[config.mk]
export PLATFORM = sky130hd
export DESIGN_NAME = divn_counter
export DESIGN_NICKNAME = d
export VERILOG_FILES = /design/src/rtl/divn_counter.sv
export SDC_FILE = /design/constraint.sdc
export NUM_CORES = 1
export LEC_CHECK = 0
export CAP_MARGIN = 20
export CORE_MARGIN = 2
export CORE_UTILIZATION = 47
export CTS_CLUSTER_DIAMETER = 120
export DETAILED_ROUTE_END_ITERATION = 8
export PLACE_DENSITY = 0.8
export SLEW_MARGIN = 20
export SYNTH_ARGS = -nofsm -noshare
export SYNTH_HDL_FRONTEND = slang
export SYNTH_SLANG_ARGS = --single-unit
[constraint.sdc]
create_clock -name i_clk -period 3.5 [get_ports i_clk]
set_input_delay 1.05 -clock i_clk [delete_from_list [all_inputs] [get_ports i_clk]]
set_output_delay 1.05 -clock i_clk [all_outputs]
set_load 0.01 [all_outputs]
[src/rtl/divn_counter.sv]
// Purpose: programmable divide-by-N up/down counter with cascadable enables, load/clear, one-shot mode.
// Latency: count/wrap/done/modulus update one clock after inputs are sampled; tc is combinational.
// Backpressure: none; cet/cep gate counting, and tc feeds the next stage's cet.
//
// Ports:
//   i_clk       rising-edge clock
//   i_rst       asynchronous active-low reset
//   i_cet       count enable, also gates o_tc
//   i_cep       count enable only
//   i_up_dn     1 = up, 0 = down
//   i_sclr      synchronous clear (highest priority)
//   i_load      synchronous load of min(i_load_val, modulus-1)
//   i_load_val  load value
//   i_mod_we    modulus write strobe (values below 2 are ignored)
//   i_mod_in    new modulus
//   i_one_shot  hold at terminal instead of wrapping
//   o_count     current count
//   o_tc        terminal count (cet && term)
//   o_wrap      registered one-cycle pulse on a terminal event
//   o_done      one-shot completion flag
//   o_modulus   current modulus register
module divn_counter #(
    parameter int SIZE   = 5,
    parameter int LENGTH = 20
) (
    input  logic            i_clk,
    input  logic            i_rst,
    input  logic            i_cet,
    input  logic            i_cep,
    input  logic            i_up_dn,
    input  logic            i_sclr,
    input  logic            i_load,
    input  logic [SIZE-1:0] i_load_val,
    input  logic            i_mod_we,
    input  logic [SIZE-1:0] i_mod_in,
    input  logic            i_one_shot,
    output logic [SIZE-1:0] o_count,
    output logic            o_tc,
    output logic            o_wrap,
    output logic            o_done,
    output logic [SIZE-1:0] o_modulus
);

    localparam logic [SIZE-1:0] RST_MOD = LENGTH[SIZE-1:0];

    logic [SIZE-1:0] r_count;
    logic [SIZE-1:0] r_modulus;
    logic            r_wrap;
    logic            r_done;

    logic [SIZE-1:0] w_mod_m1;
    logic            w_en;
    logic            w_term;
    logic [SIZE-1:0] w_load_clip;
    logic            w_mod_ok;

    assign w_mod_m1    = r_modulus - 1'b1;
    assign w_en        = i_cet & i_cep;
    // Up uses >= so a count stranded above a reduced modulus still terminates.
    assign w_term      = i_up_dn ? (r_count >= w_mod_m1) : (r_count == '0);
    assign w_load_clip = (i_load_val > w_mod_m1) ? w_mod_m1 : i_load_val;
    assign w_mod_ok    = i_mod_we & (i_mod_in >= SIZE'(2));

    always_ff @(posedge i_clk or negedge i_rst) begin
        if (!i_rst) begin
            r_count <= '0;
            r_wrap  <= 1'b0;
            r_done  <= 1'b0;
        end else if (i_sclr) begin
            r_count <= '0;
            r_wrap  <= 1'b0;
            r_done  <= 1'b0;
        end else if (i_load) begin
            r_count <= w_load_clip;
            r_wrap  <= 1'b0;
            r_done  <= 1'b0;
        end else if (w_en) begin
            if (i_one_shot && r_done) begin
                // Completed one-shot: freeze, no further pulses.
                r_wrap <= 1'b0;
            end else if (!w_term) begin
                r_count <= i_up_dn ? (r_count + 1'b1) : (r_count - 1'b1);
                r_wrap  <= 1'b0;
            end else if (!i_one_shot) begin
                r_count <= i_up_dn ? '0 : w_mod_m1;
                r_wrap  <= 1'b1;
            end else begin
                // First terminal hit in one-shot: hold count, flag done, pulse once.
                r_done <= 1'b1;
                r_wrap <= 1'b1;
            end
        end else begin
            r_wrap <= 1'b0;
        end
    end

    // Modulus register is independent of clear/load; the new value only
    // affects count updates from the following cycle.
    always_ff @(posedge i_clk or negedge i_rst) begin
        if (!i_rst) begin
            r_modulus <= RST_MOD;
        end else if (w_mod_ok) begin
            r_modulus <= i_mod_in;
        end
    end

    assign o_count   = r_count;
    assign o_tc      = i_cet & w_term;
    assign o_wrap    = r_wrap;
    assign o_done    = r_done;
    assign o_modulus = r_modulus;

endmodule

After elaboration in Yosys (flattened, before gate mapping)
Cells that the tools add are included.
{"block": "classes", "add_sub_neg": 3, "magnitude_cmp": 3, "n_eq_ne": 2, "muxes": 21, "bitwise_logic": 3, "reduce_logical": 7}
{"operator": "$mux W5", "n": 9}
{"operator": "$mux W1", "n": 12}
{"operator": "$sub A5 B1 Y5 const B", "n": 2}
{"operator": "$reduce_bool A3 Y1", "n": 3}
{"operator": "$add A5 B1 Y5 const B", "n": 1}
{"operator": "$ge A5 B2 Y1 const B", "n": 1}
{"operator": "$ge A5 B5 Y1", "n": 1}
{"operator": "$gt A5 B5 Y1", "n": 1}
{"operator": "$logic_not A5 Y1", "n": 1}
{"operator": "$ne A4 B4 Y1 const B", "n": 1}
{"operator": "$reduce_and A4 Y1", "n": 1}
{"operator": "$and A1 B1 Y1", "n": 3}
{"operator": "$ne A3 B3 Y1 const B", "n": 1}
{"operator": "$reduce_and A3 Y1", "n": 1}
{"operator": "$logic_and A1 B1 Y1", "n": 1}
{"block": "totals", "register_bits": 12, "input_bits": 19, "out_inout_bits": 13, "elab_cells": 43}

Depth between registers and ports, before layout
Gate-level depths: netlist of the first run.
{"block": "logic_depth", "depth_word": 8, "depth_mapped": 11, "ltp_nobuf": 11}

Worst setup path before layout of the first run
No wires, ideal clock.
{"block": "synth_path", "kind": "reg-to-output", "start": "register r_modulus[0], in the netlist o_modulus[0]", "end": "output o_tc", "arrival_time_ns": 2.350, "required_ns": 2.450, "slack_ns": 0.100, "stages_incl_launch_ff": 11, "n_path_buf": 0, "path_cell_list": "dfrtp_1 inv_1 ha_1 xnor2_1 ha_1 a21oi_1 o21ai_0 maj3_2 a31oi_4 nand2_2 and2_1"}
{"block": "synth_via", "elab_chain_cells": 4}
{"element": "start: declaration", "line_no": "47", "text": "logic [SIZE-1:0] r_modulus;"}
{"element": "start signal: assignment", "line_no": "103", "text": "r_modulus <= i_mod_in;"}
{"element": "$sub A5 B1 Y5", "line_no": "57", "text": "assign w_mod_m1 = r_modulus - 1'b1;"}
{"element": "$ge A5 B5 Y1", "line_no": "60", "text": "assign w_term = i_up_dn ? (r_count >= w_mod_m1) : (r_count == '0);"}
{"element": "$mux W1", "line_no": "60"}
{"element": "$and A1 B1 Y1", "line_no": "108", "text": "assign o_tc = i_cet & w_term;"}
{"element": "end: declaration", "line_no": "38", "text": "output logic o_tc,"}
No other way between the ends.

Worst setup path after layout of the first run
Ends and elaborated chain as after synthesis.

==> metrics.yaml, run 1 <==
total_power_per_unit_cell_area_nw_per_um2: 420.4
cts_root_buf: "sky130_fd_sc_hd__clkbuf_4"
yosysTopAreaCell: "sky130_fd_sc_hd__dfrtp_1"
grt_antenna_before_repair: 0
grt_max_degree: 13
crit_path_start_kind: "register"
placedCellCount: 213
final-hold-violation-count: 0
cts.htree.levels: 1
fp-row-count: 17
crit_path_dat_ns: 2.38
area_growth_pct: 50.06
clkLatencyLatePin_ns: 0.29
path_class: "register to output pin"
synth_nets: 166
fin_area_sq_um: 1699
finalNonFillerCells: 220
min_hold_slack_ns: 0.5936
hold_class: "register to register"
final_layout_size_suffix_gt1_share_pct: 25.00
gr-usage-met3_pct: 7.062
fin_crit_sh_pct: 97.96
slew_violations: 0
crit_path_max_fanout: 2
end_kind: "output pin"
grt-ovfl-total: 0
clockPowerShare_pct: 16.4
drt-pass1-iter-count: 4
hpwlAfterDp_mm: 2.557
synth_common_cells: "19 x sky130_fd_sc_hd__nand2_1, 15 x sky130_fd_sc_hd__nor2_1, 13 x sky130_fd_sc_hd__a21oi_1, 10 x sky130_fd_sc_hd__dfrtp_1, 10 x sky130_fd_sc_hd__ha_1"
static-leakage-power_uw: 0.0007511
timing.critical_path.required_ns: 2.45
rsz0062_at_grt: "yes"
setup-violations-final: 0
period_needed_ns: 3.428
maxClockFrequency_ghz: 0.2917
normalized_max_slew_margin_pct: 59.65
clock_sinks: 12
detailed_place.area_sq_um: 1613
share_comb_of_total_power_pct: 58.2
grt_pass1_vias: 1161
drt_iter0_markers: 38
io_buffer_count: 31
yosysWarnings: 0
postSynthCellCount: 136
switching_power_as_a_share_of_total_power_pct: 38.52
clk_pin_slew_ns: 0.10
maxCapViolCount: 0
global_route.usage.total_pct: 25.62
finalNetCount: 223
grt.met1_usage_pct: 31.82
route.detailed.vias_per_inst: 5.777
net_load_switching_power_uw: 275.2
core_area_sq_um: 2255
drc_errors: 0
worst_ir_drop_vdd_mv: 0.3137
boundaryPins: 32
antenna_left: 0
numCtsBuffers: 3
final.setup_skew_ns: 0.02247
synth-seq-cells: 12
outcome: "finished clean"
yosys-top-cells-area: "sky130_fd_sc_hd__dfrtp_1 22%, sky130_fd_sc_hd__ha_1 11%, sky130_fd_sc_hd__nand2_1 6.3%, sky130_fd_sc_hd__a21oi_1 5.7%, sky130_fd_sc_hd__nor2_1 5.0%"
max-clock-path-buffers: 2
vias: 1271
n_antenna_cell: 0
syn_area_sq_um: 1132
synth_enable_flop_cells: 0
totalNegativeSetupSlack_ns: 0
yosysTopAreaCellShare_pct: 22.10
synth_cell_types: 43
hold_path_depth: 1
use_met2_pct: 43.13
globalRoute.busiestLayer: "met2"
timing.reg2reg.worst_path_depth: 11
yosysSeqAreaShare_pct: 26.74
tightestPinTransition_ns: 0.6034
post-synth-top-count-cell: "sky130_fd_sc_hd__nand2_1"
mean_instance_size_in_the_synthesized_netlist_sq_um: 8.326
drt_wl_total_mm: 3.345
internal_power_uw: 439.2
power_uw: 714.4
synth_ff_type: "sky130_fd_sc_hd__dfrtp_1"
wire_length_of_the_first_global_routing_pass_mm: 5.175
start_util_pct: 50.22
clock_tree_from_tritoncts: "built"
async_flop_share_pct: 100.0
die-width_microns: 53.09
globalplace.congestion: 0.8411
dieHeight_microns: 53.09
die_footprint_sq_um: 2818
routedWlPerCell_microns: 15.20
p_seq_share_pct: 25.4
==> flip-flops by register name (all words and copies together), names as in the netlist <==
signal and count:
o_modulus 5, o_done 1, o_count 5, o_wrap 1
==> metrics by stage <==
step / utilization, % / setup WS, ns
2_1_floorplan: - / 0.1001
3_3_place_gp: 71.53 / -0.09608
3_5_place_dp: 71.53 / -0.1283
4_1_cts: 74.64 / 0.07554
5_1_grt: 75.36 / -0.01055
6_report: 75.36 / 0.07151
==> power groups by stage <==
stage          combinational [uW]  clock [uW]  sequential [uW]
2_1_floorplan                 201           0              194
3_3_place_gp                  373           0              181
3_5_place_dp                  386           0              182
4_1_cts                       400         118              180
5_1_grt                       449         123              184
6_report                      416         117              181
==> metal layers <==
metal / up-vias / wire, microns
met4: 0 / 59
met3: 11 / 290
met2: 56 / 1642
li1: 607 / -
met5: - / 0
met1: 597 / 1353
==> placed cells by master (no fill, tap or decap), types with 2 or more instances in the layout <==
cell,instances
sky130_fd_sc_hd__clkdlybuf4s50_1,30
sky130_fd_sc_hd__buf_4,21
sky130_fd_sc_hd__nand2_1,19
sky130_fd_sc_hd__nor2_1,15
sky130_fd_sc_hd__a21oi_1,12
sky130_fd_sc_hd__dfrtp_1,10
sky130_fd_sc_hd__ha_1,9
sky130_fd_sc_hd__nor2b_1,6
sky130_fd_sc_hd__inv_1,5
sky130_fd_sc_hd__xnor2_1,4
sky130_fd_sc_hd__nor3_1,4
sky130_fd_sc_hd__or2_2,3
sky130_fd_sc_hd__a31oi_1,3
sky130_fd_sc_hd__o21ai_0,3
sky130_fd_sc_hd__clkbuf_4,3
sky130_fd_sc_hd__inv_2,2
sky130_fd_sc_hd__nor4_1,2
sky130_fd_sc_hd__and2_4,2
sky130_fd_sc_hd__mux2_2,2
sky130_fd_sc_hd__o22ai_1,2
sky130_fd_sc_hd__o211ai_1,2
sky130_fd_sc_hd__dfstp_2,2
==> kinds of logic after synthesis <==
| family | share of synthesized area (%) |
|---|---|
| mux | 2.873 |
| compound gates | 22.10 |
| xor+xnor | 3.867 |
| simple gates | 27.40 |
| fa+ha+maj | 14.70 |
| flops | 26.74 |
| buf+inv | 2.321 |
==> layout make-up <==
cell class,count,area [sq um]
Tap cell,28,35.03
Inverter,7,26.28
Fill cell,157,555.5
Sequential cell,12,302.8
Timing Repair Buffer,52,469.2
Clock buffer,4,36.28
Multi-Input combinational cell,117,829.5
==> final timing paths <==
check,startpoint,to,slack (ns)
setup / recovery,o_modulus[0],o_tc,0.07
hold / removal,o_modulus[4],o_modulus[4],0.59
setup reg to reg,o_modulus[0],o_count[1],0.88
hold reg to reg,o_modulus[4],o_modulus[4],0.59
max in group asynchronous,i_rst,o_wrap,1.96
min in group asynchronous,i_rst,o_count[4],1.12
==> timing repair <==
item | in CTS | in global routing
pin swaps | 4 | 0
hold endpoints to repair | 0 | 0
resized for setup | 10 | 3
hold buffers | 0 | 0
endpoints found under the setup margin | 1 | 1
buffers inserted | 2 | 1
==> critical path: stages (launching register included) <==
cell	delay, ns
sky130_fd_sc_hd__dfrtp_1	0.37
sky130_fd_sc_hd__inv_2	0.06
sky130_fd_sc_hd__ha_4	0.16
sky130_fd_sc_hd__xnor2_2	0.13
sky130_fd_sc_hd__ha_1	0.32
sky130_fd_sc_hd__a21oi_2	0.12
sky130_fd_sc_hd__o21ai_1	0.07
sky130_fd_sc_hd__maj3_2	0.34
sky130_fd_sc_hd__a31oi_4	0.17
sky130_fd_sc_hd__nand2_2	0.08
sky130_fd_sc_hd__and2_4	0.16
sky130_fd_sc_hd__buf_6	0.11
Note: power is estimated with default switching activity, not from simulation.
==> inputs of run 2 (changes only) <==
RECOVER_POWER = 50   (was default)
==> run 2 against run 1 <==
Non-clock buffer count unchanged. Routed wire length increased by 0.63%. Maximum frequency decreased by 0.12%. Hold slack got worse by 0.0014 ns. Clock-buffer cell count unchanged. Global-route usage unchanged. Largest cell class unchanged. Combinational power about the same.
==> metrics.yaml, run 2 (synthesis results as in run 1) <==
outcome: "finished clean"
clock_sinks: 12  # unchanged
normalized_max_slew_margin_pct: 59.25  # -0.40 points
route.detailed.vias_per_inst: 5.782  # about the same
dieHeight_microns: 53.09  # unchanged
hold_path_depth: 1  # unchanged
timing.reg2reg.worst_path_depth: 11  # unchanged
commonest_non_fill_non_tap_cells_in_the_layout: "27 x sky130_fd_sc_hd__clkdlybuf4s50_1, 20 x sky130_fd_sc_hd__buf_4, 19 x sky130_fd_sc_hd__nand2_1"
layout_fillers: 158  # +0.64%
hpwlAfterDp_mm: 2.557  # unchanged
numCtsBuffers: 3  # unchanged
total_power_per_unit_cell_area_nw_per_um2: 420.9  # +0.12%
vias: 1272  # +0.079%
count_of_hold_fix_buffers_inserted_at_cts: 0  # unchanged
maxClockFrequency_ghz: 0.2913  # -0.12%
fp-row-count: 17  # unchanged
clkLatencyLatePin_ns: 0.29  # about the same
cts_root_buf: "sky130_fd_sc_hd__clkbuf_4"
grt_pass1_vias: 1161  # unchanged
final.setup_skew_ns: 0.02167  # -0.0007997 ns
final-hold-violation-count: 0  # unchanged
timing.critical_path.required_ns: 2.45  # about the same
min_hold_slack_ns: 0.5922  # -0.001352 ns
worst_ir_drop_vdd_mv: 0.3137  # about the same
drt_iter0_markers: 37  # -2.6%
fin_area_sq_um: 1695  # -0.22%
boundaryPins: 32  # unchanged
grt-ovfl-total: 0  # unchanged
setup-violations-final: 0  # unchanged
cts.htree.levels: 1  # unchanged
n_antenna_cell: 0  # unchanged
clk_pin_slew_ns: 0.10  # about the same
hold_class: "register to register"
mostFrequentLayoutCell: "sky130_fd_sc_hd__clkdlybuf4s50_1"
crit_path_max_fanout: 2  # unchanged
cp-startpoint: "o_modulus[0]"
grt_antenna_before_repair: 0  # unchanged
drt-pass1-iter-count: 4  # unchanged
detailed_place.area_sq_um: 1613  # unchanged
globalplace.congestion: 0.8411  # unchanged
io_buffer_count: 31  # unchanged
wire_length_of_the_first_global_routing_pass_mm: 5.175  # unchanged
rsz0062_at_grt: "yes"
core_area_sq_um: 2255  # unchanged
global_route.usage.total_pct: 25.62  # unchanged
slew_violations: 0  # unchanged
path_class: "register to output pin"
maxCapViolCount: 0  # unchanged
drt_wl_total_mm: 3.366  # +0.63%
die-width_microns: 53.09  # unchanged
rrSetupSlack_ns: 0.88  # about the same
drc_errors: 0  # unchanged
crit_path_start_kind: "register"
routedWlPerCell_microns: 15.30  # +0.63%
grt_max_degree: 13  # unchanged
worstReg2RegStart: "o_modulus[0]"
static-leakage-power_uw: 0.0007515  # about the same
start_util_pct: 50.22  # unchanged
die_footprint_sq_um: 2818  # unchanged
antenna_left: 0  # unchanged
period_needed_ns: 3.433  # +0.004173 ns
tightestPinTransition_ns: 0.6093  # +0.005921 ns
final_layout_size_suffix_gt1_share_pct: 24.48  # -0.52 points
end_kind: "output pin"
max-clock-path-buffers: 2  # unchanged
finalNetCount: 223  # unchanged
worst_r2r_endpoint: "o_count[1]"
capturing_element_of_the_worst_setup_path: "o_tc"
area_growth_pct: 49.72
crit_path_dat_ns: 2.38  # about the same
clock_tree_from_tritoncts: "built"
fin_crit_sh_pct: 98.08  # +0.12 points
## run 2: changes by cell type in the layout (fill, tap and decap cells not counted), sizes merged
cell	change
clkbuf	+1
buf	-1
dlygate4sd3	+3
clkdlybuf4s50	-3
## run 2: layout make-up
cell class / instances / area, sq um / area share (%)
multi-input cells: 117 / 829.5 / 48.93
repair buffers: 52 / 465.4 / 27.45
flip-flops and latches: 12 / 302.8 / 17.86
clock buffers: 4 / 36.28 / 2.140
well taps: 28 / 35.03 / 2.066
inverters: 7 / 26.28 / 1.550
## run 2: worst min-delay path by stage
| stage | from | to | slack [ns] |
|---|---|---|---|
| final | o_modulus[4] | o_modulus[4] | 0.59 |
| after floorplan | o_modulus[2] | o_modulus[2] | 0.51 |
| after CTS | o_modulus[4] | o_modulus[4] | 0.59 |
| after global routing | o_modulus[4] | o_modulus[4] | 0.62 |
| after detailed placement | o_modulus[4] | o_modulus[4] | 0.58 |
| after global placement | o_done | o_done | 0.56 |
## run 2: per-stage QoR
stage | setup slack (ns) | total power [uW] | std cells | utilization (%) | setup TNS (ns)
4_1_cts | 0.07554 | 699.1 | 219 | 74.64 | 0
3_3_place_gp | -0.09608 | 553.7 | 213 | 71.53 | -0.09608
2_1_floorplan | 0.1001 | 394.1 | 136 | - | 0
5_1_grt | -0.01055 | 755.2 | 220 | 75.19 | -0.01055
3_5_place_dp | -0.1283 | 568.2 | 213 | 71.53 | -0.1283
6_report | 0.06734 | 713.7 | 220 | 75.19 | 0
## run 2: power breakdown
group,switching (uW),internal (uW)
combinational,200,216
clock,53.3,63.4
sequential,22.6,159
total,276,438
## run 2: metal layers
| layer | routed length (microns) | vias to the layer above | track usage, % |
|---|---|---|---|
| li1 | - | 607 | - |
| met1 | 1384 | 596 | 31.82 |
| met2 | 1661 | 60 | 43.13 |
| met5 | 0 | - | 0 |
| met4 | 50 | 0 | 7.265 |
| met3 | 269 | 9 | 7.062 |
## run 2: what timing repair did
action	CTS	global route
setup endpoints to repair	1	1
gates resized for setup	10	3
buffers inserted	2	1
pin swaps	4	0
## run 2: critical path: stages (launching register included)
cell                      delay (ns)
sky130_fd_sc_hd__dfrtp_1        0.37
sky130_fd_sc_hd__inv_2          0.06
sky130_fd_sc_hd__ha_4           0.16
sky130_fd_sc_hd__xnor2_2        0.13
sky130_fd_sc_hd__ha_1           0.32
sky130_fd_sc_hd__a21oi_2        0.13
sky130_fd_sc_hd__o21ai_1        0.08
sky130_fd_sc_hd__maj3_2         0.34
sky130_fd_sc_hd__a31oi_4        0.17
sky130_fd_sc_hd__nand2_2        0.08
sky130_fd_sc_hd__and2_4         0.16
sky130_fd_sc_hd__buf_6          0.11
==> inputs of run 3 (changes only) <==
PLACE_DENSITY = 0.79   (was 0.8)
SLEW_MARGIN = default   (was 20)
==> run 3 against run 2 <==
Clock-buffer cell count unchanged. Hold slack lost 0.0041 ns. Clock skew is 0.0074 ns lower. Register-to-register slack got worse by 0.11 ns. Critical path depth unchanged. Routed wire length shrank 1.5%. Combinational power rose by 3%. Critical path type unchanged.
==> metrics.yaml, run 3 (synthesis results as in run 1) <==
timing.critical_path.depth: 11  # unchanged
slew_violations: 0  # unchanged
clock_sinks: 12  # unchanged
period_needed_ns: 3.427  # -0.005805 ns
count_of_hold_fix_buffers_inserted_at_cts: 0  # unchanged
final.setup_skew_ns: 0.01428  # -0.007391 ns
cp-startpoint: "o_modulus[1]"
crit_chain: "inv_1, ha_4, xnor2_4, ha_4, a21oi_2, o21ai_1, maj3_2, a31oi_4, nand2_2, and2_4, buf_6"
critical_path.max_stage_delay_ns: 0.36  # about the same
crit_path_top_delay_cell: "sky130_fd_sc_hd__dfrtp_1"
die-width_microns: 53.09  # unchanged
outcome: "finished clean"
clkLatencyLatePin_ns: 0.30  # about the same
static-leakage-power_uw: 0.0007529  # +0.19%
vias: 1283  # +0.86%
die_footprint_sq_um: 2818  # unchanged
drt_wl_total_mm: 3.315  # -1.5%
drt_iter0_markers: 42  # +14%
max-clock-path-buffers: 2  # unchanged
finalNonFillerCells: 220  # unchanged
normalized_max_slew_margin_pct: 60.44  # +1.2 points
finalNetCount: 223  # unchanged
fin_crit_sh_pct: 97.91  # -0.17 points
timing.critical_path.required_ns: 2.45  # about the same
n_antenna_cell: 0  # unchanged
drc_errors: 0  # unchanged
core_area_sq_um: 2255  # unchanged
final_layout_size_suffix_gt1_share_pct: 24.48  # unchanged
layout_fillers: 172  # +8.9%
tightestPinTransition_ns: 0.5914  # -0.01787 ns
detailed_place.area_sq_um: 1598  # -0.93%
grt_antenna_before_repair: 0  # unchanged
hpwlAfterDp_mm: 2.521  # -1.4%
fp-row-count: 17  # unchanged
grt_pass1_vias: 1174  # +1.1%
wire_length_of_the_first_global_routing_pass_mm: 5.223  # +0.93%
crit_path_max_fanout: 2  # unchanged
crit_top_cell: "sky130_fd_sc_hd__ha_4"
capturing_element_of_the_worst_setup_path: "o_tc"
cp.buffers_inverters: 2  # unchanged
crit_path_start_kind: "register"
area_growth_pct: 51.82
drt-pass1-iter-count: 4  # unchanged
route.detailed.vias_per_inst: 5.832  # +0.86%
placedCellCount: 211  # -0.94%
commonest_non_fill_non_tap_cells_in_the_layout: "27 x sky130_fd_sc_hd__clkdlybuf4s50_1, 20 x sky130_fd_sc_hd__buf_4, 19 x sky130_fd_sc_hd__nand2_1"
worst_r2r_endpoint: "o_count[0]"
setup-violations-final: 0  # unchanged
hold_path_depth: 1  # unchanged
total_power_per_unit_cell_area_nw_per_um2: 426.6  # +1.3%
path_delay_family: "adder cells"
cts_root_buf: "sky130_fd_sc_hd__clkbuf_4"
grt_max_degree: 13  # unchanged
clock_tree_from_tritoncts: "built"
maxCapViolCount: 0  # unchanged
dieHeight_microns: 53.09  # unchanged
cts.htree.levels: 1  # unchanged
fin_area_sq_um: 1719  # +1.4%
globalplace.congestion: 0.8702  # +3.5%
io_buffer_count: 31  # unchanged
worst_ir_drop_vdd_mv: 0.3249  # +3.6%
boundaryPins: 32  # unchanged
final-hold-violation-count: 0  # unchanged
timing.reg2reg.worst_path_depth: 13  # +2
clk_pin_slew_ns: 0.07  # -0.03 ns
hold_class: "register to register"
global_route.usage.total_pct: 26.04  # +0.42 points
routedWlPerCell_microns: 15.07  # -1.5%
maxClockFrequency_ghz: 0.2918  # +0.17%
end_kind: "output pin"
path_class: "register to output pin"
antenna_left: 0  # unchanged
grt-ovfl-total: 0  # unchanged
start_util_pct: 50.22  # unchanged
rrSetupSlack_ns: 0.77  # -0.11 ns
crit_path_dat_ns: 2.38  # about the same
mostFrequentLayoutCell: "sky130_fd_sc_hd__clkdlybuf4s50_1"
numCtsBuffers: 3  # unchanged
worstReg2RegStart: "o_modulus[1]"
run 3: layout make-up:
type / count / area (sq um) / share of cell area [%]
Clock buffer: 4 / 36.28 / 2.111
Tap cell: 28 / 35.03 / 2.038
Inverter: 7 / 26.28 / 1.528
Multi-Input combinational cell: 117 / 853.3 / 49.64
Timing Repair Buffer: 52 / 465.4 / 27.07
Sequential cell: 12 / 302.8 / 17.61
run 3: metal layers:
layer	routed length [microns]	global-route usage, %
met2	1610	43.96
met3	228	5.932
met1	1423	32.17
met5	0	0
met4	53	9.402
run 3: worst min-delay path by stage:
stage                            start           end  slack (ns)
final                     o_modulus[4]  o_modulus[4]        0.59
after detailed placement  o_modulus[4]  o_modulus[4]        0.58
after global routing      o_modulus[4]  o_modulus[4]        0.62
after CTS                 o_modulus[4]  o_modulus[4]        0.59
after floorplan           o_modulus[2]  o_modulus[2]        0.51
after global placement          o_done        o_done        0.57
run 3: report_power, final:
| part | internal, uW | total, uW | switching (uW) | leakage [uW] |
|---|---|---|---|---|
| Sequential | 159 | 186 | 27.5 | 0.000151 |
| Combinational | 229 | 428 | 199 | 0.000581 |
| Clock | 63.5 | 119 | 55.5 | 0.0000210 |
run 3: stage by stage:
step           hold slack (ns)  setup WS (ns)  power, uW  util (%)   TNS, ns
6_report                0.5881        0.07314      733.4     76.25         0
5_1_grt                 0.6179       -0.01384      782.0     76.25  -0.01384
4_1_cts                 0.5922        0.03521      692.1     73.47         0
3_5_place_dp            0.5805        -0.1130      564.2     70.87   -0.1130
3_3_place_gp            0.5653       -0.06046      554.2     70.87  -0.06046
2_1_floorplan           0.5092         0.1001      394.1         -         0
run 3: what timing repair did:
action                                  CTS  global route
pin swaps                                 5             6
resized for setup                         9             5
buffers inserted                          1             4
endpoints found under the setup margin    1             1
==> RTL change, RTL diff (config.mk and constraints of run 3) <==
Put a register stage on the output `o_tc`, with the module's reset. The value now appears one clock later. The other outputs are not delayed to match.
--- a/src/rtl/divn_counter.sv
+++ b/src/rtl/divn_counter.sv
@@ -105,7 +105,13 @@
     end
 
     assign o_count   = r_count;
-    assign o_tc      = i_cet & w_term;
+    always_ff @(posedge i_clk or negedge i_rst) begin
+        if (!i_rst) begin
+            o_tc <= '0;
+        end else begin
+            o_tc <= i_cet & w_term;
+        end
+    end
     assign o_wrap    = r_wrap;
     assign o_done    = r_done;
     assign o_modulus = r_modulus;
Behaviour: not the same (Yosys sat finds a counterexample within 4 cycles, from zero or initial values and one cycle with i_rst low).
==> RTL change against run 3 <==
  * Sequential cell count rose by 1
  * Global-route usage fell by 3.2 points
  * Sequential power is 10% higher
  * Power down 15%
  * Worst setup slack better by 0.44 ns
  * Wire length is 15% lower
  * Clock skew down 0.0058 ns
  * Area after synthesis up 2.4%
  * Combinational power fell by 24%
  * Utilization down 8.5 points
  * Fmax rose by 15%
  * Synthesized cell count decreased by 2.9%
  * Design area is 10% lower
  * Critical path depth fell by 2
==> RTL change: results (changes against run 3) <==
[layout]
multi_input_area_share_pct=50.0  ; +0.36 points
drive_above_1_share_pct=10.7  ; -14 points
seq-cell-share_pct=21.3  ; +3.7 points
clockNetworkAreaShare_pct=1.70  ; -0.41 points
nets=199  ; -11%
multi_input_gates=103  ; -12%
buffer_area_share_pct=21.3  ; -5.7 points
buffers=34  ; -35%
n_fill_cell=196  ; +14%

[power]
p_clk_uw=92.2  ; -23%
ir_drop_uv=302  ; -7.0%
p_per_area_nw_per_um2=403  ; -5.4%
seq_power_share_pct=32.9  ; +7.5 points
p_leak_uw=0.000692  ; -8.0%

[global_route]
gr-usage-met1_pct=29.2  ; -3.0 points
grt_max_degree=14  ; +1
grt_pass1_vias=1087  ; -7.4%
grt_pass1_wl_um=4730  ; -9.4%

[placed_design]
globalplace.congestion=0.945  ; +8.5%
dp_hpwl_um=2320  ; -7.9%
pre_cts_ws_ns=0.235  ; +0.348 ns
dp.cells=192  ; -9.0%
place_area_um2=1520  ; -4.9%

[clock_network]
clk_pin_slew_worst_paths_ns=0.09  ; +0.02 ns
clock_latency_ns=0.27  ; -0.03 ns
cts_setup_buffers=0  ; -1

[timing]
worstMarginPinSlew_ns=0.604  ; +0.0121 ns
skew_ns=0.00849  ; -0.00578 ns

[routing]
wl_met1_um=1290  ; -9.3%
met3_length_um=176  ; -23%
vias_per_cell=5.72  ; -1.8%
wl_per_cell_um=14.4  ; -4.3%
drt_iter0_markers=43  ; +2.4%
wl_met2_um=1330  ; -17%

[synthesis]
syn-instance-count=132  ; -2.9%
synth_cell_types=48  ; +12%
ys_ff_latch=13  ; +1
syn_nets=162  ; -2.4%
ys_top_cells_by_area=dfrtp_1, ha_1, nand2_1, dfstp_2, inv_1
synthTopCellsByCount=nand2_1, inv_1, dfrtp_1, ha_1

[critical_path]
crit_arrival_ns=3.15  ; +0.77 ns
cpLargestDelayFamily=compound AO/OA/AOI/OAI gates
cp_max_fo=3  ; +1
slowest_delay_ns=0.45  ; +0.09 ns
cpMaxStageDelayCell=clkdlybuf4s50_1

[die]
die_x_um=53.7  ; +1.1%

[outcome]
outcome=finished clean

==> RTL change: cell count changes after synthesis, moves of 3 or more <==
cell,delta
nor2_1,-10
a21oi_1,-9
inv_1,+7
nor2b_1,-5
nand3_1,+4
a21o_1,+3
or3_1,+3
xnor2_1,-3
xor2_1,+3
==> RTL change: cells by family after synthesis <==
logic type                 share of synthesized area (%)
AOI/OAI and AO/OA                                   26.5
muxes                                               1.94
and+or+nand+nor                                     19.1
DFF                                                 28.3
adders and majority gates                           13.7
xor gates and xnor gates                            5.18
buffers and inverters                               5.29
==> RTL change: worst paths after layout <==
path	startpoint	end	slack [ns]	cells after the start
max in group asynchronous	i_rst	o_modulus[3]	1.88	1
min in group asynchronous	i_rst	o_count[3]	1.22	1
max	i_load_val[0]	o_count[0]	0.51	9
max reg2reg	o_modulus[0]	o_count[0]	0.57	11
min reg2reg	o_modulus[4]	o_modulus[4]	0.48	2
min	o_modulus[4]	o_modulus[4]	0.48	2
